<file path="config.mk">
export PLATFORM = sky130hd
export DESIGN_NAME = qs_fifo_packer
export DESIGN_NICKNAME = d
export VERILOG_FILES = /design/src/rtl/qs_fifo_packer.sv
export SDC_FILE = /design/constraint.sdc
export NUM_CORES = 1
export LEC_CHECK = 0
export ABC_AREA = 1
export ABC_CLOCK_PERIOD_IN_PS = 1600
export BUFFER_PORTS_ARGS = -buffer_cell sky130_fd_sc_hd__clkbuf_2
export CAP_MARGIN = 0
export CORE_AREA = 2 2 72 53
export DETAILED_ROUTE_END_ITERATION = 10
export DIE_AREA = 0 0 74 55
export PLACE_DENSITY_LB_ADDON = 0.1
export SLEW_MARGIN = 30
export SYNTH_ARGS = -nofsm -noshare
export SYNTH_HDL_FRONTEND = slang
export SYNTH_SLANG_ARGS = --single-unit
</file>
<file path="constraint.sdc">
create_clock -name clk -period 1.6 [get_ports clk]
set_input_delay 0.16 -clock clk [delete_from_list [all_inputs] [get_ports clk]]
set_output_delay 0.16 -clock clk [all_outputs]
set_load 0.02 [all_outputs]
</file>
<file path="src/rtl/qs_fifo_packer.sv">
// Packs PACK consecutive DATA_W-bit entries from a show-ahead FIFO read port into one wide output word. A flush pulse emits a partially filled word.
// Latency: out_valid_o rises the cycle after the edge that pops the last entry of a word, or the cycle after the flush edge.
// Backpressure: the packer holds the word while out_ready_i is low and does not pop the FIFO until the word is accepted.
module qs_fifo_packer #(
    parameter  int DATA_W = 8,
    parameter  int PACK   = 4,
    localparam int CNT_W  = $clog2(PACK + 1)
) (
    input  logic                     clk,
    input  logic                     reset,
    input  logic                     fifo_empty_i,
    input  logic [DATA_W-1:0]        fifo_data_i,
    output logic                     fifo_pop_o,
    input  logic                     flush_i,
    output logic                     out_valid_o,
    output logic [DATA_W*PACK-1:0]   out_data_o,
    output logic [CNT_W-1:0]         out_cnt_o,
    input  logic                     out_ready_i
);

    typedef enum logic [1:0] {
        S_IDLE = 2'd0,
        S_FILL = 2'd1,
        S_OUT  = 2'd2
    } state_t;

    localparam logic [CNT_W-1:0] PACK_C = CNT_W'(PACK);

    state_t                   state_q, state_d;
    logic [CNT_W-1:0]         cnt_q, cnt_d;
    logic [DATA_W*PACK-1:0]   data_q, data_d;
    logic                     pop;

    // Pop whenever a word is being assembled and the FIFO has a head entry.
    // Reset gates the pop so no entry is consumed while reset is held.
    assign pop        = ~reset && (state_q != S_OUT) && ~fifo_empty_i;
    assign fifo_pop_o = pop;

    assign out_valid_o = (state_q == S_OUT);
    assign out_data_o  = data_q;
    assign out_cnt_o   = cnt_q;

    // Next-state logic: fill lanes in pop order, close the word when full or flushed.
    always_comb begin
        state_d = state_q;
        cnt_d   = cnt_q;
        data_d  = data_q;
        case (state_q)
            S_IDLE: begin
                // Flush is ignored here: there is nothing to emit.
                if (pop) begin
                    data_d[0 +: DATA_W] = fifo_data_i;
                    cnt_d               = CNT_W'(1);
                    state_d             = S_FILL;
                end
            end
            S_FILL: begin
                if (pop) begin
                    for (int k = 0; k < PACK; k++) begin
                        if (CNT_W'(k) == cnt_q) begin
                            data_d[k*DATA_W +: DATA_W] = fifo_data_i;
                        end
                    end
                    cnt_d = cnt_q + 1'b1;
                    // A flush on the completing pop simply yields a full word.
                    if ((cnt_q + 1'b1) == PACK_C || flush_i) begin
                        state_d = S_OUT;
                    end
                end else if (flush_i) begin
                    state_d = S_OUT;
                end
            end
            S_OUT: begin
                // Word and count stay frozen until the sink takes them.
                if (out_ready_i) begin
                    cnt_d   = '0;
                    data_d  = '0;
                    state_d = S_IDLE;
                end
            end
            default: begin
                cnt_d   = '0;
                data_d  = '0;
                state_d = S_IDLE;
            end
        endcase
    end

    // State, lane count and packed word registers; reset discards any partial word.
    always_ff @(posedge clk) begin
        if (reset) begin
            state_q <= S_IDLE;
            cnt_q   <= '0;
            data_q  <= '0;
        end else begin
            state_q <= state_d;
            cnt_q   <= cnt_d;
            data_q  <= data_d;
        end
    end

endmodule

</file>
-- Yosys cells after proc, flatten, opt, wreduce, memory -nomap -nowiden
Cells that the tools add are included.
- $add $sub $neg: 1
- equality and inequality tests: 16
- muxes and demuxes: 19
- bitwise logic cells: 3
- reduce and logical (&&, ||, !) cells: 11
- operators with widths (kind ; number):
    $pmux W24 S3 ; 1
    $mux W32 ; 2
    $mux W8 ; 5
    $pmux W8 S3 ; 1
    $reduce_and A4 Y1 ; 5
    $ne A2 B2 Y1 const B ; 7
    $mux W2 ; 5
    $mux W3 ; 3
    $pmux W3 S3 ; 1
    $eq A2 B3 Y1 const A ; 2
    $ne A3 B3 Y1 const B ; 2
    $pmux W2 S3 ; 1
    $add A3 B1 Y3 const B ; 1
    $eq A1 B3 Y1 const A ; 1
    $eq A3 B3 Y1 const B ; 1
    $logic_not A3 Y1 ; 1
    $not A1 Y1 ; 3
    $reduce_and A3 Y1 ; 1
    $eq A2 B1 Y1 const B ; 1
    $eq A2 B2 Y1 const B ; 1
    $logic_and A1 B1 Y1 ; 2
    $logic_not A2 Y1 ; 1
    $ne A2 B1 Y1 const B ; 1
    $logic_or A1 B1 Y1 ; 1
- register bits after elaboration: 37
- input bits: 13

-- Depth between registers and ports, before layout
Gate-level depths: netlist (run 1).
- depth in word-level cells: 6
- mapped depth: 10

-- Worst setup path before layout (run 1)
Ideal clock, no wire load.
- path type: flip-flop to flip-flop
- from: reg state_q[1]
- to: reg state_q[0]
- setup time: 109 ps
- arrival time: 1454 ps
- required time: 1491 ps
- path slack: 37 ps
- stages on the path, launching flop included: 9
- path buffers: 1
- period minus slack after synthesis: 1563 ps
- cell sequence: dfxtp_1 -> inv_1 -> buf_2 -> nor2_1 -> nor2_1 -> nand3_1 -> nand4_1 -> nand2_1 -> inv_1
- elaborated cells on any way between the ends: 13
- classes of those cells: eq/ne (7); mux (2); reduce/logical (4)
- RTL lines (item ; RTL line ; text):
    start: declaration ; 29 ; state_t state_q, state_d;
    start signal: assignment ; 96 ; state_q <= state_d;
    $eq A2 B2 Y1 * ; n/a ;
    via out_valid_o ; 15 ; output logic out_valid_o,
    $ne A2 B1 Y1 (no line) ; n/a ;
    $reduce_and A4 Y1 (no line) ; n/a ;
The timed path passes the listed nets; every way through them passes the cells marked *.
A chain may end at the register's enable or synchronous reset.

-- Final worst setup path (run 1)
- from: reg state_q[1]
- to: out fifo_pop_o
- cells in the longest elaborated chain, start to end: 3
- ends and longest elaborated chain (item ; RTL line ; text):
    $ne A2 B2 Y1 ; 36 ; assign pop = ~reset && (state_q != S_OUT) && ~fifo_empty_i;
    $logic_and A1 B1 Y1 (2 in series) ; 36 ;
    end: declaration ; 13 ; output logic fifo_pop_o,
No other way between the ends.

==> results by group, run 1 <==
Run status
  • Status: finished, final reports clean

Pwr
  • VDD IR-drop max: 0.630 mV
  • Final Power: 2320 uW
  • Pwr/cell area: 1100 nW/um2
  • Pleak: 0.000989 uW

Timing
  • Fmax: 679 MHz
  • Fin Clk Skew: 10.2 ps
  • Slew Limit Fails: 0
  • Unrepaired setup endpoints after global routing: false
  • Count of final setup violators: 0
  • Final hold violations: 0
  • Final Critical Period: 1470 ps
  • Actual slew at the worst max-slew pin: 346 ps
  • Final Cycle Share: 92.1%
  • Worst slew margin: 76.9%
  • Final TNS setup: 0 ps

Worst setup path
  • Crit path from: state_q[1]
  • Setup crit start kind: flip-flop
  • Worst r2r src: state_q[0]
  • Critical Path RT: 1440 ps
  • Crit Path Class: flip-flop to output pin
  • Max FO, Critical Path: 5
  • Crit path capture: fifo_pop_o
  • Worst reg2reg path endpoint: out_data_o[13]
  • Worst reg2reg setup slack: 160 ps
  • CP arrival: 1310 ps
  • CP endpoint kind: output pin
  • Reg2reg path depth: 7

Die
  • CORE AREA: 3400 um2
  • Initial core utilization: 48.2%
  • Die Span X: 74 um
  • Top Ports: 50
  • Die Area: 4070 um2
  • Chip height: 55 um
  • # rows: 18

Layout
  • Synth-to-Final Area Change: 28.6%
  • # nets final: 301
  • Commonest non-fill, non-tap cells in the layout: clkbuf_2 (49), nor2_1 (46), nand2_1 (36)
  • Ant. Diodes: 0
  • Commonest non-fill, non-tap cell in the layout: clkbuf_2
  • Layout cells sized above 1: 29.3%

Job
  • Max-cap violation count: 0

Detailed routing
  • Routed WL per cell: 11.9 um
  • Drt total wl: 3980 um
  • First-iteration detailed-routing DRC count: 52
  • Post-route antenna net violation count: 0
  • First drt pass iteration count: 4
  • # DRC: 0
  • Via count: 1,616
  • Mean number of vias per cell: 4.85

CTS
  • Clk_lat worst skew: 290 ps
  • Clock sinks: 37
  • Total CTS buffers: 5
  • CTS max path bufs: 2
  • H-tree depth: 2
  • CTS tree: built
  • Post-CTS setup buffer count: 0
  • Clock transition at path regs: 80 ps
  • CTS root buf: clkbuf_8

Synthesis
  • Register area share after synthesis: 45.2%
  • Mean Syn Cell Area: 7.28 um2
  • Synth cell types: 19
  • Synth Register Bits: 37
  • Syn Std Cell Area: 1640 um2
  • Yosys Warn Count: 0
  • Synth Instances: 225
  • Syn_nets: 244
  • Synth area leaders: dfxtp_1 (45%), nor2_1 (11%), nand2_1 (8.5%)
  • Top cell type's share of synthesized area: 45.2%
  • Yosys top cell by area: dfxtp_1

Global routing
  • Antenna violations before repair: 0
  • Overflow after GRT: 0
  • Tot GR Track Use: 21.6%
  • Vias in the first global route: 1,457
  • Largest net degree at the start of global routing: 22
  • Global-route wire length before repair: 6490 um

Placement
  • GP Congestion: 0.848
  • HPWL Detailed: 3050 um
  • IO buf count: 49

Hold path
  • Worst Hold Class: primary input to flip-flop
  • Worst Min Path Start: fifo_data_i[5]
## worst min path at each step
stage / slack [ps] / cells past startpoint / to
after CTS: 130 / 3 / out_data_o[5]
final: 130 / 3 / out_data_o[5]
after global placement: 430 / 3 / out_data_o[1]
after global routing: 130 / 3 / out_data_o[5]
after floorplan: 300 / 2 / out_data_o[0]
after detailed placement: 430 / 3 / out_data_o[2]
## metal layers
layer	vias to the layer above	global-route usage (%)	wire length, um
met5	-	0	0
met4	0	5.45	23
met3	4	5.25	281
met2	55	33.6	1680
met1	719	30.4	1990
li1	838	-	-
## flip-flops by register name, summed over array words and instances (netlist names)
name	cells
state_q	2
out_cnt_o	3
out_data_o	32
## critical path: stages (launching register included)
cell and delay (ps):
dfxtp_2 360, inv_1 110, buf_4 150, nor2_1 50, nor2_1 160, clkbuf_2 200
## where the power goes
group	internal [uW]	total [uW]	switching (uW)	leakage (uW)
combinational	154	461	307	0.000629
clock	507	835	328	0.0000574
sequential	985	1030	41.0	0.000302
## area by class of cell
type,instances,area [um2]
Fill cell,338,1290
Clock inverter,2,37.5
Tap cell,50,62.6
Multi-Input combinational cell,163,806
Sequential cell,37,744
Timing Repair Buffer,57,305
Inverter,18,67.6
Clock buffer,6,82.6
## per-stage QoR
stage	instances	hold WS, ps	cell area, um2	setup WS [ps]	utilization [%]
3_5_place_dp	325	427	1970	49.7	57.9
3_3_place_gp	325	425	1970	105	57.9
4_1_cts	333	132	2090	53.1	61.4
2_1_floorplan	225	305	1640	37.1	-
5_1_grt	333	134	2110	7.19	61.9
6_report	333	135	2110	127	61.9
## synth_stat cells
cell	n
nor2_1	48
dfxtp_1	37
nand2_1	37
a21oi_1	25
o21ai_0	20
inv_1	15
nand3_1	14
ha_1	6
clkbuf_1	4
inv_2	3
a21oi_2	2
buf_2	2
nand2_2	2
nand2_4	2
nand4_1	2
nor2_4	2
o21ai_1	2
buf_6	1
nor2_2	1
## what timing repair did
item                                    4_1_cts  5_1_grt
resized for setup                             0        7
endpoints found under the setup margin        0       19
hold buffers                                  0        0
endpoints found under the hold margin         0        0
## kinds of logic after synthesis
| family | count (synthesis) | synth area share (%) |
|---|---|---|
| AND/OR/NAND/NOR | 108 | 28.4 |
| buffers and inverters | 25 | 6.34 |
| AO/OA/AOI/OAI | 49 | 15.4 |
| flip-flops | 37 | 45.2 |
| adder cells (fa/ha/maj) | 6 | 4.58 |
Note: power is estimated with default switching activity, not from simulation.
==> run 2: changes to the inputs <==
Settings changed: CORE_AREA 2 2 72 53 to 2 2 77 50, DIE_AREA 0 0 74 55 to 0 0 79 52, RECOVER_POWER set to 25.
==> run 2 against run 1 <==
Against the previous run:
- combinational power up 0.9%
- routed wire length fell by 0.20%
- sequential power barely moved
- maximum frequency is essentially flat
- critical path depth rose by 2
- total power is 5.2% lower
- cell count shrank 0.90%
- register-to-register slack worse by 30 ps
- sequential cell count unchanged
- sequential share of layout area grew 0.39 points
- die area grew 0.93%
==> results by group, run 2 (same netlist as run 1, synthesis figures left out) <==
Timing
  • Final hold violations: 0 (unchanged)
  • Worst slew margin: 73.6% (was 76.9%)
  • Actual slew at the worst max-slew pin: 396 ps (was 346 ps)
  • Fmax: 678 MHz (was 679 MHz)
  • Final WS setup: 126 ps (was 127 ps)
  • Fin Clk Skew: 2.48 ps (was 10.2 ps)
  • Count of final setup violators: 0 (unchanged)
  • Slew Limit Fails: 0 (unchanged)
  • Final Critical Period: 1470 ps (about the same)
  • Final Cycle Share: 92.1% (about the same)

Detailed routing
  • Mean number of vias per cell: 4.87 (was 4.85)
  • Drt total wl: 3970 um (was 3980 um)
  • # DRC: 0 (unchanged)
  • Post-route antenna net violation count: 0 (unchanged)
  • First-iteration detailed-routing DRC count: 89 (was 52)
  • Routed WL per cell: 12.0 um (was 11.9 um)
  • First drt pass iteration count: 4 (unchanged)
  • Via count: 1,606 (was 1,616)

CTS
  • Post-cts hold buffer count: 0 (unchanged)
  • Clock transition at path regs: 70 ps (was 80 ps)
  • Post_cts resized: 0 (unchanged)
  • CTS root buf: clkbuf_8 (unchanged)
  • Clk_lat worst skew: 280 ps (was 290 ps)
  • Post-CTS setup buffer count: 0 (unchanged)
  • H-tree depth: 2 (unchanged)
  • Clock sinks: 37 (unchanged)
  • Total CTS buffers: 5 (unchanged)
  • CTS max path bufs: 2 (unchanged)
  • CTS tree: built (unchanged)

Global routing
  • Vias in the first global route: 1,412 (was 1,457)
  • Tot GR Track Use: 20.6% (was 21.6%)
  • Overflow after GRT: 0 (unchanged)
  • Largest net degree at the start of global routing: 22 (unchanged)
  • Global-route wire length before repair: 6420 um (was 6490 um)
  • Antenna violations before repair: 0 (unchanged)

Layout
  • # nets final: 301 (unchanged)
  • Layout cells sized above 1: 21.9% (was 29.3%)
  • Sequential cell area: 743 um2 (was 744 um2)
  • Commonest non-fill, non-tap cell in the layout: nor2_1 (was clkbuf_2)
  • Commonest non-fill, non-tap cells in the layout: nor2_1 (47), nand2_1 (37), dfxtp_1 (35) (was clkbuf_2 (49), nor2_1 (46), nand2_1 (36))
  • Largest register FFs: 32 (unchanged)
  • Multi-input logic area: 801 um2 (was 806 um2)
  • Ant. Diodes: 0 (unchanged)
  • Fillers: 350 (was 338)
  • Synth-to-Final Area Change: 27.0% (was 28.6%)

Die
  • Initial core utilization: 47.5% (was 48.2%)
  • Chip height: 52 um (was 55 um)
  • Die Area: 4110 um2 (was 4070 um2)
  • Die Span X: 79 um (was 74 um)
  • # rows: 17 (was 18)
  • CORE AREA: 3450 um2 (was 3400 um2)
  • Top Ports: 50 (unchanged)

Hold path
  • Worst Hold Class: primary input to flip-flop (unchanged)

Worst setup path
  • Max FO, Critical Path: 6 (was 5)
  • CP endpoint kind: flip-flop (was output pin)
  • Setup crit start kind: flip-flop (unchanged)
  • Critical Path RT: 1770 ps (was 1440 ps)
  • CP arrival: 1640 ps (was 1310 ps)
  • Crit Path Class: flip-flop to flip-flop (was flip-flop to output pin)

Placement
  • IO buf count: 49 (unchanged)
  • HPWL Detailed: 2980 um (was 3050 um)
  • GP Congestion: 0.823 (was 0.848)
  • DP Worst Slack: 22.0 ps (was 49.7 ps)

Run status
  • Status: finished, final reports clean (unchanged)

Pwr
  • Pleak: 0.000936 uW (was 0.000989 uW)
  • Final Power: 2200 uW (was 2320 uW)
  • VDD IR-drop max: 0.824 mV (was 0.630 mV)
  • Pwr/cell area: 1060 nW/um2 (was 1100 nW/um2)

Job
  • Max-cap violation count: 0 (unchanged)
[run 2: layout make-up]
class                           count  area share (%)
Multi-Input combinational cell    163            38.5
Sequential cell                    37            35.7
Timing Repair Buffer               57            14.8
Clock buffer                        7            4.63
Inverter                           18            3.25
Tap cell                           47            2.83
Clock inverter                      1           0.241
[run 2: path summary, 6_finish.rpt]
kind,startpoint,endpoint,slack [ps],cells after the start
min,fifo_data_i[2],out_data_o[2],140,3
min reg2reg,out_data_o[27],out_data_o[27],460,2
max reg2reg,state_q[0],out_cnt_o[1],130,7
max,state_q[0],out_cnt_o[1],130,7
[run 2: through the flow]
stage	TNS (ps)	hold WS, ps	cell area, um2	std cells	util, %
6_report	0	138	2080	330	60.3
5_1_grt	-10.4	146	2080	330	60.3
3_3_place_gp	0	424	1990	322	57.8
2_1_floorplan	0	305	1640	225	-
3_5_place_dp	0	425	1990	322	57.8
4_1_cts	0	132	2090	330	60.7
[run 2: metal layers]
metal | vias up | routed length [um] | share of wire (%) | track usage [%]
li1 | 842 | - | - | -
met1 | 713 | 2140 | 54 | 30.1
met2 | 46 | 1580 | 40 | 29.1
met3 | 5 | 210 | 5.3 | 5.38
met4 | 0 | 36 | 0.91 | 7.47
met5 | - | 0 | 0 | 0
[run 2: report_power, final]
group          leakage, uW  internal (uW)  switching (uW)
combinational     0.000580            157             308
sequential        0.000302            984            40.0
clock            0.0000542            389             322
[run 2: critical path, stage by stage, from the launching register on]
cell	delay, ps
dfxtp_1	450
inv_2	90
nand3_1	150
nand2_1	160
nor2_1	280
inv_1	100
nand2_1	70
a21oi_1	60
==> run 3: changes to the inputs <==
Settings changed: PLACE_DENSITY set to 0.82, PLACE_DENSITY_LB_ADDON 0.1 to not set.
==> run 3 against run 2 <==
Against the previous run:
- die area stayed put
- design area is 1.6% lower
- cell count is 0.30% lower
- combinational power is 1% lower
- sequential power hardly changed
==> results by group, run 3 (same netlist as run 1, synthesis figures left out) <==
CTS
  • CTS root buf: clkbuf_8 (unchanged)
  • Post-cts hold buffer count: 0 (unchanged)
  • Post-CTS setup buffer count: 0 (unchanged)
  • CTS tree: built (unchanged)
  • CTS max path bufs: 2 (unchanged)
  • Clk_lat worst skew: 290 ps (was 280 ps)
  • H-tree depth: 2 (unchanged)
  • Clock sinks: 37 (unchanged)
  • Total CTS buffers: 5 (unchanged)
  • Clock transition at path regs: 70 ps (about the same)

Worst setup path
  • CP max stage delay: 400 ps (was 450 ps)
  • Critical Path RT: 1440 ps (was 1770 ps)
  • Crit Path Class: flip-flop to output pin (was flip-flop to flip-flop)
  • Critical-path top delay cell: dfxtp_2 (was dfxtp_1)
  • CP arrival: 1360 ps (was 1640 ps)
  • CP top delay family: buffers and inverters (was simple AND/OR/NAND/NOR gates)
  • CP endpoint kind: output pin (was flip-flop)
  • Max FO, Critical Path: 8 (was 6)
  • CP Cell Sequence: inv_2, buf_4, nor2_1, nor2_2, clkbuf_2 (was inv_2, nand3_1, nand2_1, nor2_1, inv_1, nand2_1, a21oi_1)
  • Setup crit start kind: flip-flop (unchanged)
  • Buf/Inv on CP: 3 (was 2)

Layout
  • Fillers: 347 (was 350)
  • Synth-to-Final Area Change: 24.9% (was 27.0%)
  • Layout cells sized above 1: 22.7% (was 21.9%)
  • Multi-input logic area: 806 um2 (was 801 um2)
  • Final Cell Area: 2050 um2 (was 2080 um2)
  • Sequential cell area: 744 um2 (was 743 um2)
  • # nets final: 301 (unchanged)
  • Commonest non-fill, non-tap cells in the layout: nor2_1 (46), nand2_1 (36), dfxtp_1 (34) (was nor2_1 (47), nand2_1 (37), dfxtp_1 (35))
  • Commonest non-fill, non-tap cell in the layout: nor2_1 (unchanged)
  • Largest register FFs: 32 (unchanged)
  • Ant. Diodes: 0 (unchanged)

Timing
  • Final Cycle Share: 95.1% (was 92.1%)
  • Fmax: 657 MHz (was 678 MHz)
  • Final hold violations: 0 (unchanged)
  • Final Critical Period: 1520 ps (was 1470 ps)
  • Count of final setup violators: 0 (unchanged)
  • Worst slew margin: 77.1% (was 73.6%)
  • Unrepaired setup endpoints after global routing: false
  • Fin Clk Skew: 4.71 ps (was 2.48 ps)
  • Actual slew at the worst max-slew pin: 343 ps (was 396 ps)
  • Slew Limit Fails: 0 (unchanged)
  • Final TNS setup: 0 ps (unchanged)

Placement
  • Placed Area: 1970 um2 (was 1990 um2)
  • GP Congestion: 0.849 (was 0.823)
  • IO buf count: 49 (unchanged)
  • HPWL Detailed: 3030 um (was 2980 um)

Pwr
  • Pleak: 0.000913 uW (was 0.000936 uW)
  • VDD IR-drop max: 0.569 mV (was 0.824 mV)
  • Pwr/cell area: 1040 nW/um2 (was 1060 nW/um2)

Global routing
  • Largest net degree at the start of global routing: 22 (unchanged)
  • Global-route wire length before repair: 6640 um (was 6420 um)
  • Antenna violations before repair: 0 (unchanged)
  • Vias in the first global route: 1,506 (was 1,412)
  • Tot GR Track Use: 21.5% (was 20.6%)
  • Overflow after GRT: 0 (unchanged)

Detailed routing
  • Drt total wl: 4090 um (was 3970 um)
  • Via count: 1,650 (was 1,606)
  • # DRC: 0 (unchanged)
  • Routed WL per cell: 12.4 um (was 12.0 um)
  • First-iteration detailed-routing DRC count: 99 (was 89)
  • First drt pass iteration count: 5 (was 4)
  • Post-route antenna net violation count: 0 (unchanged)
  • Mean number of vias per cell: 5.02 (was 4.87)

Die
  • # rows: 17 (unchanged)
  • Top Ports: 50 (unchanged)
  • Die Span X: 79 um (unchanged)
  • Initial core utilization: 47.5% (unchanged)
  • Die Area: 4110 um2 (unchanged)
  • CORE AREA: 3450 um2 (unchanged)
  • Chip height: 52 um (unchanged)

Job
  • Max-cap violation count: 0 (unchanged)

Hold path
  • Worst Hold Class: primary input to flip-flop (unchanged)

Run status
  • Status: finished, final reports clean (unchanged)
==> run 3: final timing paths <==
check,startpoint,end,slack [ps],depth (start not counted)
worst max-delay path,state_q[1],fifo_pop_o,80,5
worst min-delay path,fifo_data_i[1],out_data_o[1],130,3
worst max register to register,state_q[0],out_data_o[15],160,7
worst min register to register,out_data_o[31],out_data_o[31],470,2
==> run 3: what timing repair did <==
action                     CTS  global route
gates resized for setup      1             7
setup endpoints to repair    1            25
cloned                       0             0
==> run 3: metal layers <==
metal	wire length, um	vias up	GRT usage [%]
met5	0	-	0
met4	38	0	5.46
met3	482	8	8.85
met2	1730	60	33.1
met1	1830	742	28.2
li1	-	840	-
==> run 3: worst reg2reg max path: stages, from the launching register on <==
cell and delay (ps):
dfxtp_1 420, inv_2 90, nand3_1 140, nand2_2 110, inv_2 200, nand2_2 140
o21ai_0 180, nor2_1 60
==> run 3: metrics by stage <==
step	hold WS [ps]	setup WS, ps	utilization [%]	power (uW)	instances
after global routing	159	13.5	59.4	2250	329
after detailed placement	430	83.4	57.0	1500	322
after CTS	136	6.80	59.6	2150	329
after global placement	424	117	57.0	1490	322
after floorplan	305	37.1	-	1340	225
final	135	79.1	59.4	2130	329
==> run 3: power breakdown <==
| group | total, uW | internal (uW) | switching, uW |
|---|---|---|---|
| logic | 460 | 148 | 312 |
| clock network | 646 | 341 | 305 |
| registers | 1030 | 985 | 40.6 |
| total | 2130 | 1470 | 658 |
==> run 3: layout make-up <==
cell class	instances	area share, %
clock buffers	7	4.22
multi-input cells	163	39.4
repair buffers	57	13.8
well taps	47	2.87
inverters	18	3.30
flip-flops and latches	37	36.4
